<file path="src/rtl/alu_sched_if.sv">
// Bundles the two request channels, the ALU pin group and the tagged response
// channel of alu_sched. The slave modport is the scheduler; master is its environment.
interface alu_sched_if #(
  parameter int WIDTH = 32
);
  logic             req0_valid;
  logic             req0_ready;
  logic [WIDTH-1:0] req0_A;
  logic [WIDTH-1:0] req0_B;
  logic [3:0]       req0_sel;
  logic             req0_Cin;

  logic             req1_valid;
  logic             req1_ready;
  logic [WIDTH-1:0] req1_A;
  logic [WIDTH-1:0] req1_B;
  logic [3:0]       req1_sel;
  logic             req1_Cin;

  logic [WIDTH-1:0] alu_A;
  logic [WIDTH-1:0] alu_B;
  logic [3:0]       alu_sel;
  logic             alu_Cin;
  logic [WIDTH-1:0] alu_Y;
  logic             alu_Cout;
  logic             alu_Negative;
  logic             alu_Zero;
  logic             alu_Overflow;

  logic             resp_valid;
  logic             resp_ready;
  logic             resp_id;
  logic [WIDTH-1:0] resp_Y;
  logic             resp_Cout;
  logic             resp_Negative;
  logic             resp_Zero;
  logic             resp_Overflow;
  logic             resp_err;

  modport slave (
    input  req0_valid, req0_A, req0_B, req0_sel, req0_Cin,
    output req0_ready,
    input  req1_valid, req1_A, req1_B, req1_sel, req1_Cin,
    output req1_ready,
    output alu_A, alu_B, alu_sel, alu_Cin,
    input  alu_Y, alu_Cout, alu_Negative, alu_Zero, alu_Overflow,
    output resp_valid, resp_id, resp_Y, resp_Cout, resp_Negative, resp_Zero,
           resp_Overflow, resp_err,
    input  resp_ready
  );

  modport master (
    output req0_valid, req0_A, req0_B, req0_sel, req0_Cin,
    input  req0_ready,
    output req1_valid, req1_A, req1_B, req1_sel, req1_Cin,
    input  req1_ready,
    input  alu_A, alu_B, alu_sel, alu_Cin,
    output alu_Y, alu_Cout, alu_Negative, alu_Zero, alu_Overflow,
    input  resp_valid, resp_id, resp_Y, resp_Cout, resp_Negative, resp_Zero,
           resp_Overflow, resp_err,
    output resp_ready
  );
endinterface

</file>
<file path="src/rtl/alu_sched.sv">
// Shares one combinational ALU between two requesters: arbitrate, execute one cycle, respond.
// Define ALU_SCHED_RR_EN for round-robin contention; otherwise req0 has fixed priority.
module alu_sched #(
  parameter int WIDTH = 32
) (
  input  logic       clk,
  input  logic       rst_n,
  alu_sched_if.slave bus
);
  typedef enum logic [1:0] {IDLE, EXEC, RESP} state_t;

  state_t           state_reg, state_next;
  logic [WIDTH-1:0] a_reg, b_reg, y_reg;
  logic [3:0]       sel_reg;
  logic             cin_reg, id_reg;
  logic             cout_reg, neg_reg, zero_reg, ovf_reg, err_reg;
  logic             grant0, grant1, accept, illegal;
`ifdef ALU_SCHED_RR_EN
  logic             last_grant_reg;
`endif

  assign illegal = (sel_reg > 4'd5);
  assign accept  = grant0 | grant1;

  always_comb begin
    state_next = state_reg;
    grant0     = 1'b0;
    grant1     = 1'b0;
    case (state_reg)
      IDLE: begin
        if (bus.req0_valid && bus.req1_valid) begin
`ifdef ALU_SCHED_RR_EN
          grant0 = last_grant_reg;
          grant1 = ~last_grant_reg;
`else
          grant0 = 1'b1;
`endif
        end else begin
          grant0 = bus.req0_valid;
          grant1 = bus.req1_valid;
        end
        if (grant0 || grant1) state_next = EXEC;
      end
      EXEC:    state_next = RESP;
      RESP:    if (bus.resp_ready) state_next = IDLE;
      default: state_next = IDLE;
    endcase
  end

  always_ff @(posedge clk or negedge rst_n) begin
    if (!rst_n) state_reg <= IDLE;
    else        state_reg <= state_next;
  end

  // Operands are only latched on a handshake, so the ALU pins stay quiet otherwise.
  always_ff @(posedge clk or negedge rst_n) begin
    if (!rst_n) begin
      a_reg   <= '0;
      b_reg   <= '0;
      sel_reg <= '0;
      cin_reg <= 1'b0;
      id_reg  <= 1'b0;
    end else if (accept) begin
      a_reg   <= grant1 ? bus.req1_A   : bus.req0_A;
      b_reg   <= grant1 ? bus.req1_B   : bus.req0_B;
      sel_reg <= grant1 ? bus.req1_sel : bus.req0_sel;
      cin_reg <= grant1 ? bus.req1_Cin : bus.req0_Cin;
      id_reg  <= grant1;
    end
  end

  always_ff @(posedge clk or negedge rst_n) begin
    if (!rst_n) begin
      y_reg    <= '0;
      cout_reg <= 1'b0;
      neg_reg  <= 1'b0;
      zero_reg <= 1'b0;
      ovf_reg  <= 1'b0;
      err_reg  <= 1'b0;
    end else if (state_reg == EXEC) begin
      if (illegal) begin
        y_reg    <= '0;
        cout_reg <= 1'b0;
        neg_reg  <= 1'b0;
        zero_reg <= 1'b0;
        ovf_reg  <= 1'b0;
        err_reg  <= 1'b1;
      end else begin
        y_reg    <= bus.alu_Y;
        cout_reg <= bus.alu_Cout;
        neg_reg  <= bus.alu_Negative;
        zero_reg <= bus.alu_Zero;
        ovf_reg  <= bus.alu_Overflow;
        err_reg  <= 1'b0;
      end
    end
  end

`ifdef ALU_SCHED_RR_EN
  // Starts at 1 so req0 wins the first contention after reset.
  always_ff @(posedge clk or negedge rst_n) begin
    if (!rst_n)      last_grant_reg <= 1'b1;
    else if (accept) last_grant_reg <= grant1;
  end
`endif

  assign bus.req0_ready    = grant0;
  assign bus.req1_ready    = grant1;
  assign bus.alu_A         = a_reg;
  assign bus.alu_B         = b_reg;
  assign bus.alu_sel       = sel_reg;
  assign bus.alu_Cin       = cin_reg;
  assign bus.resp_valid    = (state_reg == RESP);
  assign bus.resp_id       = id_reg;
  assign bus.resp_Y        = y_reg;
  assign bus.resp_Cout     = cout_reg;
  assign bus.resp_Negative = neg_reg;
  assign bus.resp_Zero     = zero_reg;
  assign bus.resp_Overflow = ovf_reg;
  assign bus.resp_err      = err_reg;
endmodule

</file>
<file path="src/flat_wrapper.sv">
// flat-port wrapper written by rule: the top's interface ports become plain ports
module alu_sched_flat 
#(
  parameter int WIDTH = 32
)
  (clk, rst_n, bus_req0_valid, bus_req0_A, bus_req0_B, bus_req0_sel, bus_req0_Cin, bus_req0_ready, bus_req1_valid, bus_req1_A, bus_req1_B, bus_req1_sel, bus_req1_Cin, bus_req1_ready, bus_alu_A, bus_alu_B, bus_alu_sel, bus_alu_Cin, bus_alu_Y, bus_alu_Cout, bus_alu_Negative, bus_alu_Zero, bus_alu_Overflow, bus_resp_valid, bus_resp_id, bus_resp_Y, bus_resp_Cout, bus_resp_Negative, bus_resp_Zero, bus_resp_Overflow, bus_resp_err, bus_resp_ready);
  alu_sched_if #(.WIDTH(WIDTH)) bus_i ();
  input  logic clk;
  input  logic rst_n;
  input wire logic [$bits(bus_i.req0_valid)-1:0] bus_req0_valid;
  input wire logic [$bits(bus_i.req0_A)-1:0] bus_req0_A;
  input wire logic [$bits(bus_i.req0_B)-1:0] bus_req0_B;
  input wire logic [$bits(bus_i.req0_sel)-1:0] bus_req0_sel;
  input wire logic [$bits(bus_i.req0_Cin)-1:0] bus_req0_Cin;
  output wire logic [$bits(bus_i.req0_ready)-1:0] bus_req0_ready;
  input wire logic [$bits(bus_i.req1_valid)-1:0] bus_req1_valid;
  input wire logic [$bits(bus_i.req1_A)-1:0] bus_req1_A;
  input wire logic [$bits(bus_i.req1_B)-1:0] bus_req1_B;
  input wire logic [$bits(bus_i.req1_sel)-1:0] bus_req1_sel;
  input wire logic [$bits(bus_i.req1_Cin)-1:0] bus_req1_Cin;
  output wire logic [$bits(bus_i.req1_ready)-1:0] bus_req1_ready;
  output wire logic [$bits(bus_i.alu_A)-1:0] bus_alu_A;
  output wire logic [$bits(bus_i.alu_B)-1:0] bus_alu_B;
  output wire logic [$bits(bus_i.alu_sel)-1:0] bus_alu_sel;
  output wire logic [$bits(bus_i.alu_Cin)-1:0] bus_alu_Cin;
  input wire logic [$bits(bus_i.alu_Y)-1:0] bus_alu_Y;
  input wire logic [$bits(bus_i.alu_Cout)-1:0] bus_alu_Cout;
  input wire logic [$bits(bus_i.alu_Negative)-1:0] bus_alu_Negative;
  input wire logic [$bits(bus_i.alu_Zero)-1:0] bus_alu_Zero;
  input wire logic [$bits(bus_i.alu_Overflow)-1:0] bus_alu_Overflow;
  output wire logic [$bits(bus_i.resp_valid)-1:0] bus_resp_valid;
  output wire logic [$bits(bus_i.resp_id)-1:0] bus_resp_id;
  output wire logic [$bits(bus_i.resp_Y)-1:0] bus_resp_Y;
  output wire logic [$bits(bus_i.resp_Cout)-1:0] bus_resp_Cout;
  output wire logic [$bits(bus_i.resp_Negative)-1:0] bus_resp_Negative;
  output wire logic [$bits(bus_i.resp_Zero)-1:0] bus_resp_Zero;
  output wire logic [$bits(bus_i.resp_Overflow)-1:0] bus_resp_Overflow;
  output wire logic [$bits(bus_i.resp_err)-1:0] bus_resp_err;
  input wire logic [$bits(bus_i.resp_ready)-1:0] bus_resp_ready;
  assign bus_i.req0_valid = bus_req0_valid;
  assign bus_i.req0_A = bus_req0_A;
  assign bus_i.req0_B = bus_req0_B;
  assign bus_i.req0_sel = bus_req0_sel;
  assign bus_i.req0_Cin = bus_req0_Cin;
  assign bus_req0_ready = bus_i.req0_ready;
  assign bus_i.req1_valid = bus_req1_valid;
  assign bus_i.req1_A = bus_req1_A;
  assign bus_i.req1_B = bus_req1_B;
  assign bus_i.req1_sel = bus_req1_sel;
  assign bus_i.req1_Cin = bus_req1_Cin;
  assign bus_req1_ready = bus_i.req1_ready;
  assign bus_alu_A = bus_i.alu_A;
  assign bus_alu_B = bus_i.alu_B;
  assign bus_alu_sel = bus_i.alu_sel;
  assign bus_alu_Cin = bus_i.alu_Cin;
  assign bus_i.alu_Y = bus_alu_Y;
  assign bus_i.alu_Cout = bus_alu_Cout;
  assign bus_i.alu_Negative = bus_alu_Negative;
  assign bus_i.alu_Zero = bus_alu_Zero;
  assign bus_i.alu_Overflow = bus_alu_Overflow;
  assign bus_resp_valid = bus_i.resp_valid;
  assign bus_resp_id = bus_i.resp_id;
  assign bus_resp_Y = bus_i.resp_Y;
  assign bus_resp_Cout = bus_i.resp_Cout;
  assign bus_resp_Negative = bus_i.resp_Negative;
  assign bus_resp_Zero = bus_i.resp_Zero;
  assign bus_resp_Overflow = bus_i.resp_Overflow;
  assign bus_resp_err = bus_i.resp_err;
  assign bus_i.resp_ready = bus_resp_ready;
  alu_sched #(.WIDTH(WIDTH)) u_core (.clk(clk), .rst_n(rst_n), .bus(bus_i));
endmodule
</file>
<file path="config.mk">
export PLATFORM = sky130hd
export DESIGN_NAME = alu_sched_flat
export DESIGN_NICKNAME = d
export VERILOG_FILES = /design/src/rtl/alu_sched_if.sv /design/src/rtl/alu_sched.sv /design/src/flat_wrapper.sv
export SDC_FILE = /design/constraint.sdc
export NUM_CORES = 1
export LEC_CHECK = 0
export ABC_AREA = 1
export CORE_ASPECT_RATIO = 1.1
export CORE_UTILIZATION = 40
export DETAILED_ROUTE_END_ITERATION = 7
export PLACE_DENSITY = 0.88
export SYNTH_ARGS = -nofsm -noshare
export SYNTH_HDL_FRONTEND = slang
export SYNTH_SLANG_ARGS = --single-unit
</file>
<file path="constraint.sdc">
create_clock -name clk -period 1.75 [get_ports clk]
set_input_delay 0.35 -clock clk [delete_from_list [all_inputs] [get_ports clk]]
set_output_delay 0.35 -clock clk [all_outputs]
set_load 0.05 [all_outputs]
</file>
==> qor.txt <==
Slew Viols, Final - 0
Crit Path Class - reg2out
YS warnings - 0
reg2reg path depth - 6
Die ar. - 0.0140 mm²
Pleak - 0.00490 µW
DRC - 0
Syn Std Cell Area - 0.00542 mm²
Core Box Area - 0.0132 mm²
Mapped Cells - 764
Layout area overhead - 59.6%
Final Cell Area - 0.00865 mm²
fmax - 587 MHz
clock sinks - 109
synth cell count leaders - 323 x nand2_1, 142 x inv_1, 138 x nand3_1, 109 x dfrtp_1, 23 x buf_2
Clock Latency Late Sink - 0.34 ns
top cell type's share of synthesized area - 0.503
Worst Skew - 0.00889 ns
compound-cell area share of the yosys netlist - 0.00231
Max-cap violations - 0
worst r2r src - u_core.state_reg[0]
Synth Area per Inst - 7.09 µm²
critical path fanouts, max - 5
most frequent cell after synthesis - nand2_1
Synth Area in Simple Gates - 0.358
post-synth cell types - 16
Layout Cells excl Fill - 1207
Worst Path Required - 1.40 ns
via count - 5656
Post-synth EDFFs - 0
R2R Setup Slk - 0.30 ns
Final Hold Slack - 0.480 ns
Synth Register Bits - 109
Hold Vio Cnt, Final - 0
Die Wd - 113 µm
I/O Buffers - 288
antenna violations before repair - 1
Main synth FF type - dfrtp_1
largest family of logic cells by synthesized area - simple AND/OR/NAND/NOR gates
largest net degree at the start of global routing - 65
total wire length - 16.6 mm
DRT Pass-1 Iters - 4
xor/xnor share of the synthesized area - 0
DR iter-0 viols - 331
RSZ-0062 raised after global routing - no
Site Rows - 44
vias in the first global route - 5288
Congestion Overflow GR - 0
WP data arrival - 1.35 ns
GPL Wtd Cong - 0.843
worst hold path type - reg2reg
routed vias/inst - 4.69
H-tree levels - 3
Synth async-reset ratio - 1.00
Synth area leader - dfrtp_1
mux contribution to synthesized area - 0
clock slew at reported path FFs - 0.07 ns
Worst setup EP type - output pin
Hold Crit Depth - 2
CTS tree - built
number of buffers created by CTS - 9
Worst slew margin - 0.765
main area contributors after synthesis - dfrtp_1 50%, nand2_1 22%, nand3_1 13%
CTS max path bufs - 2
share of layout cells above drive strength 1 - 0.145
GRT Total Usage - 0.235
Top-Level Pins - 289
drt wl/cell - 13.7 µm
Final nets - 1220
Final min period - 1.70 ns
HP Start - u_core.bus.alu_B[18]
CP Launch Type - register
crit share post-route - 0.973
sequential area share after synthesis - 0.503
Post-Synth Adder-Cell Area - 0
Cells after DPL - 1188
Setup-failing EPs final - 0
pwr dens - 1930 mW/mm²
TNS Setup - 0 ns
first-pass GRT wire length - 25.6 mm
Post-DRT Antenna Nets - 0
Root Buffer - clkbuf_16
Detailed Place HPWL - 12.1 mm
outcome - completed
VDD IR max - 930 µV
Crit Reg-Reg Endpoint - u_core.bus.alu_A[25]
Synthesized Nets - 943
placed inst area - 0.00831 mm²
die height - 124 µm
measured slew at the worst slew-check pin - 0.352 ns
Initial Util - 0.410
Hold EP - u_core.bus.alu_B[18]
==> worst max-delay path by stage <==
| stage | from | to | depth (start not counted) |
|---|---|---|---|
| floorplan | u_core.state_reg[0] | bus_req1_ready | 4 |
| global placement | bus_req0_valid | u_core.bus.alu_A[1] | 7 |
| detailed placement | bus_req0_valid | u_core.bus.alu_A[1] | 7 |
| CTS | bus_req0_valid | bus_req1_ready | 5 |
| global route | bus_req0_valid | bus_req1_ready | 5 |
| finish | u_core.state_reg[0] | bus_req0_ready | 4 |
==> cells in the final DEF (no fill, tap or decap), drive strengths merged <==
master         Yosys  final
diode              0      1
dfrtp            109    109
nand3            138    138
clkdlybuf4s50      0    176
dlygate4sd3        0      1
inv              144    145
a21o               1      1
clkbuf            14      9
bufinv             0      2
clkinvlp           0      1
buf               28    130
nand2            324    324
dlygate4sd2        0      1
clkinv             0      2
a21oi              1      1
nor2               5      5
==> metal layers <==
| layer | vias to the layer above | global-route usage | wire length, µm |
|---|---|---|---|
| met3 | 39 | 0.0550 | 1270 |
| met4 | 0 | 0.116 | 580 |
| met5 | - | 0 | 0 |
| li1 | 2819 | - | - |
| met2 | 248 | 0.418 | 8230 |
| met1 | 2550 | 0.267 | 6480 |
==> logic make-up after synthesis <==
logic type,after synthesis
AOI/OAI and AO/OA,2
buffers and inverters,186
DFF,109
and+or+nand+nor,467
==> power by group <==
group          total [µW]  internal (µW)  switching [µW]  leakage (µW)
clock                2150           1250             903      0.000152
combinational       10200           3120            7040       0.00339
sequential           4370           3690             684       0.00136
total               16700           8060            8630       0.00490
==> metrics by stage <==
step | utilization | setup WS [ns] | total power, µW
after detailed placement | 0.629 | -0.0781 | 14600
final | 0.655 | 0.0476 | 16700
after floorplan | - | 0.142 | 11000
after global placement | 0.629 | -0.0449 | 14400
after global routing | 0.655 | 0.00369 | 17600
after CTS | 0.653 | 0.0000758 | 16800
==> final cells by class <==
cell class / count / area (µm²)
Fill cell: 1100 / 4560
Sequential cell: 109 / 2730
Antenna cell: 1 / 2.50
Timing Repair Buffer: 308 / 2910
Clock inverter: 6 / 86.3
Clock buffer: 9 / 225
Inverter: 144 / 541
Multi-Input combinational cell: 469 / 1960
Tap cell: 161 / 201
==> what timing repair did <==
action                                  CTS  global route
gates resized for setup                   1             0
hold buffers                              1             0
endpoints found under the setup margin    1             2
setup buffers                             0             2
gates cloned                              0             0
hold endpoints to repair                 23             0
pin swaps                                 0             2
==> critical path, stage by stage, from the launching register on <==
cell	delay (ns)
dfrtp_1	0.43
nor2_4	0.19
nand2_1	0.13
inv_1	0.12
buf_12	0.14
Note: power is estimated with default switching activity, not from simulation.
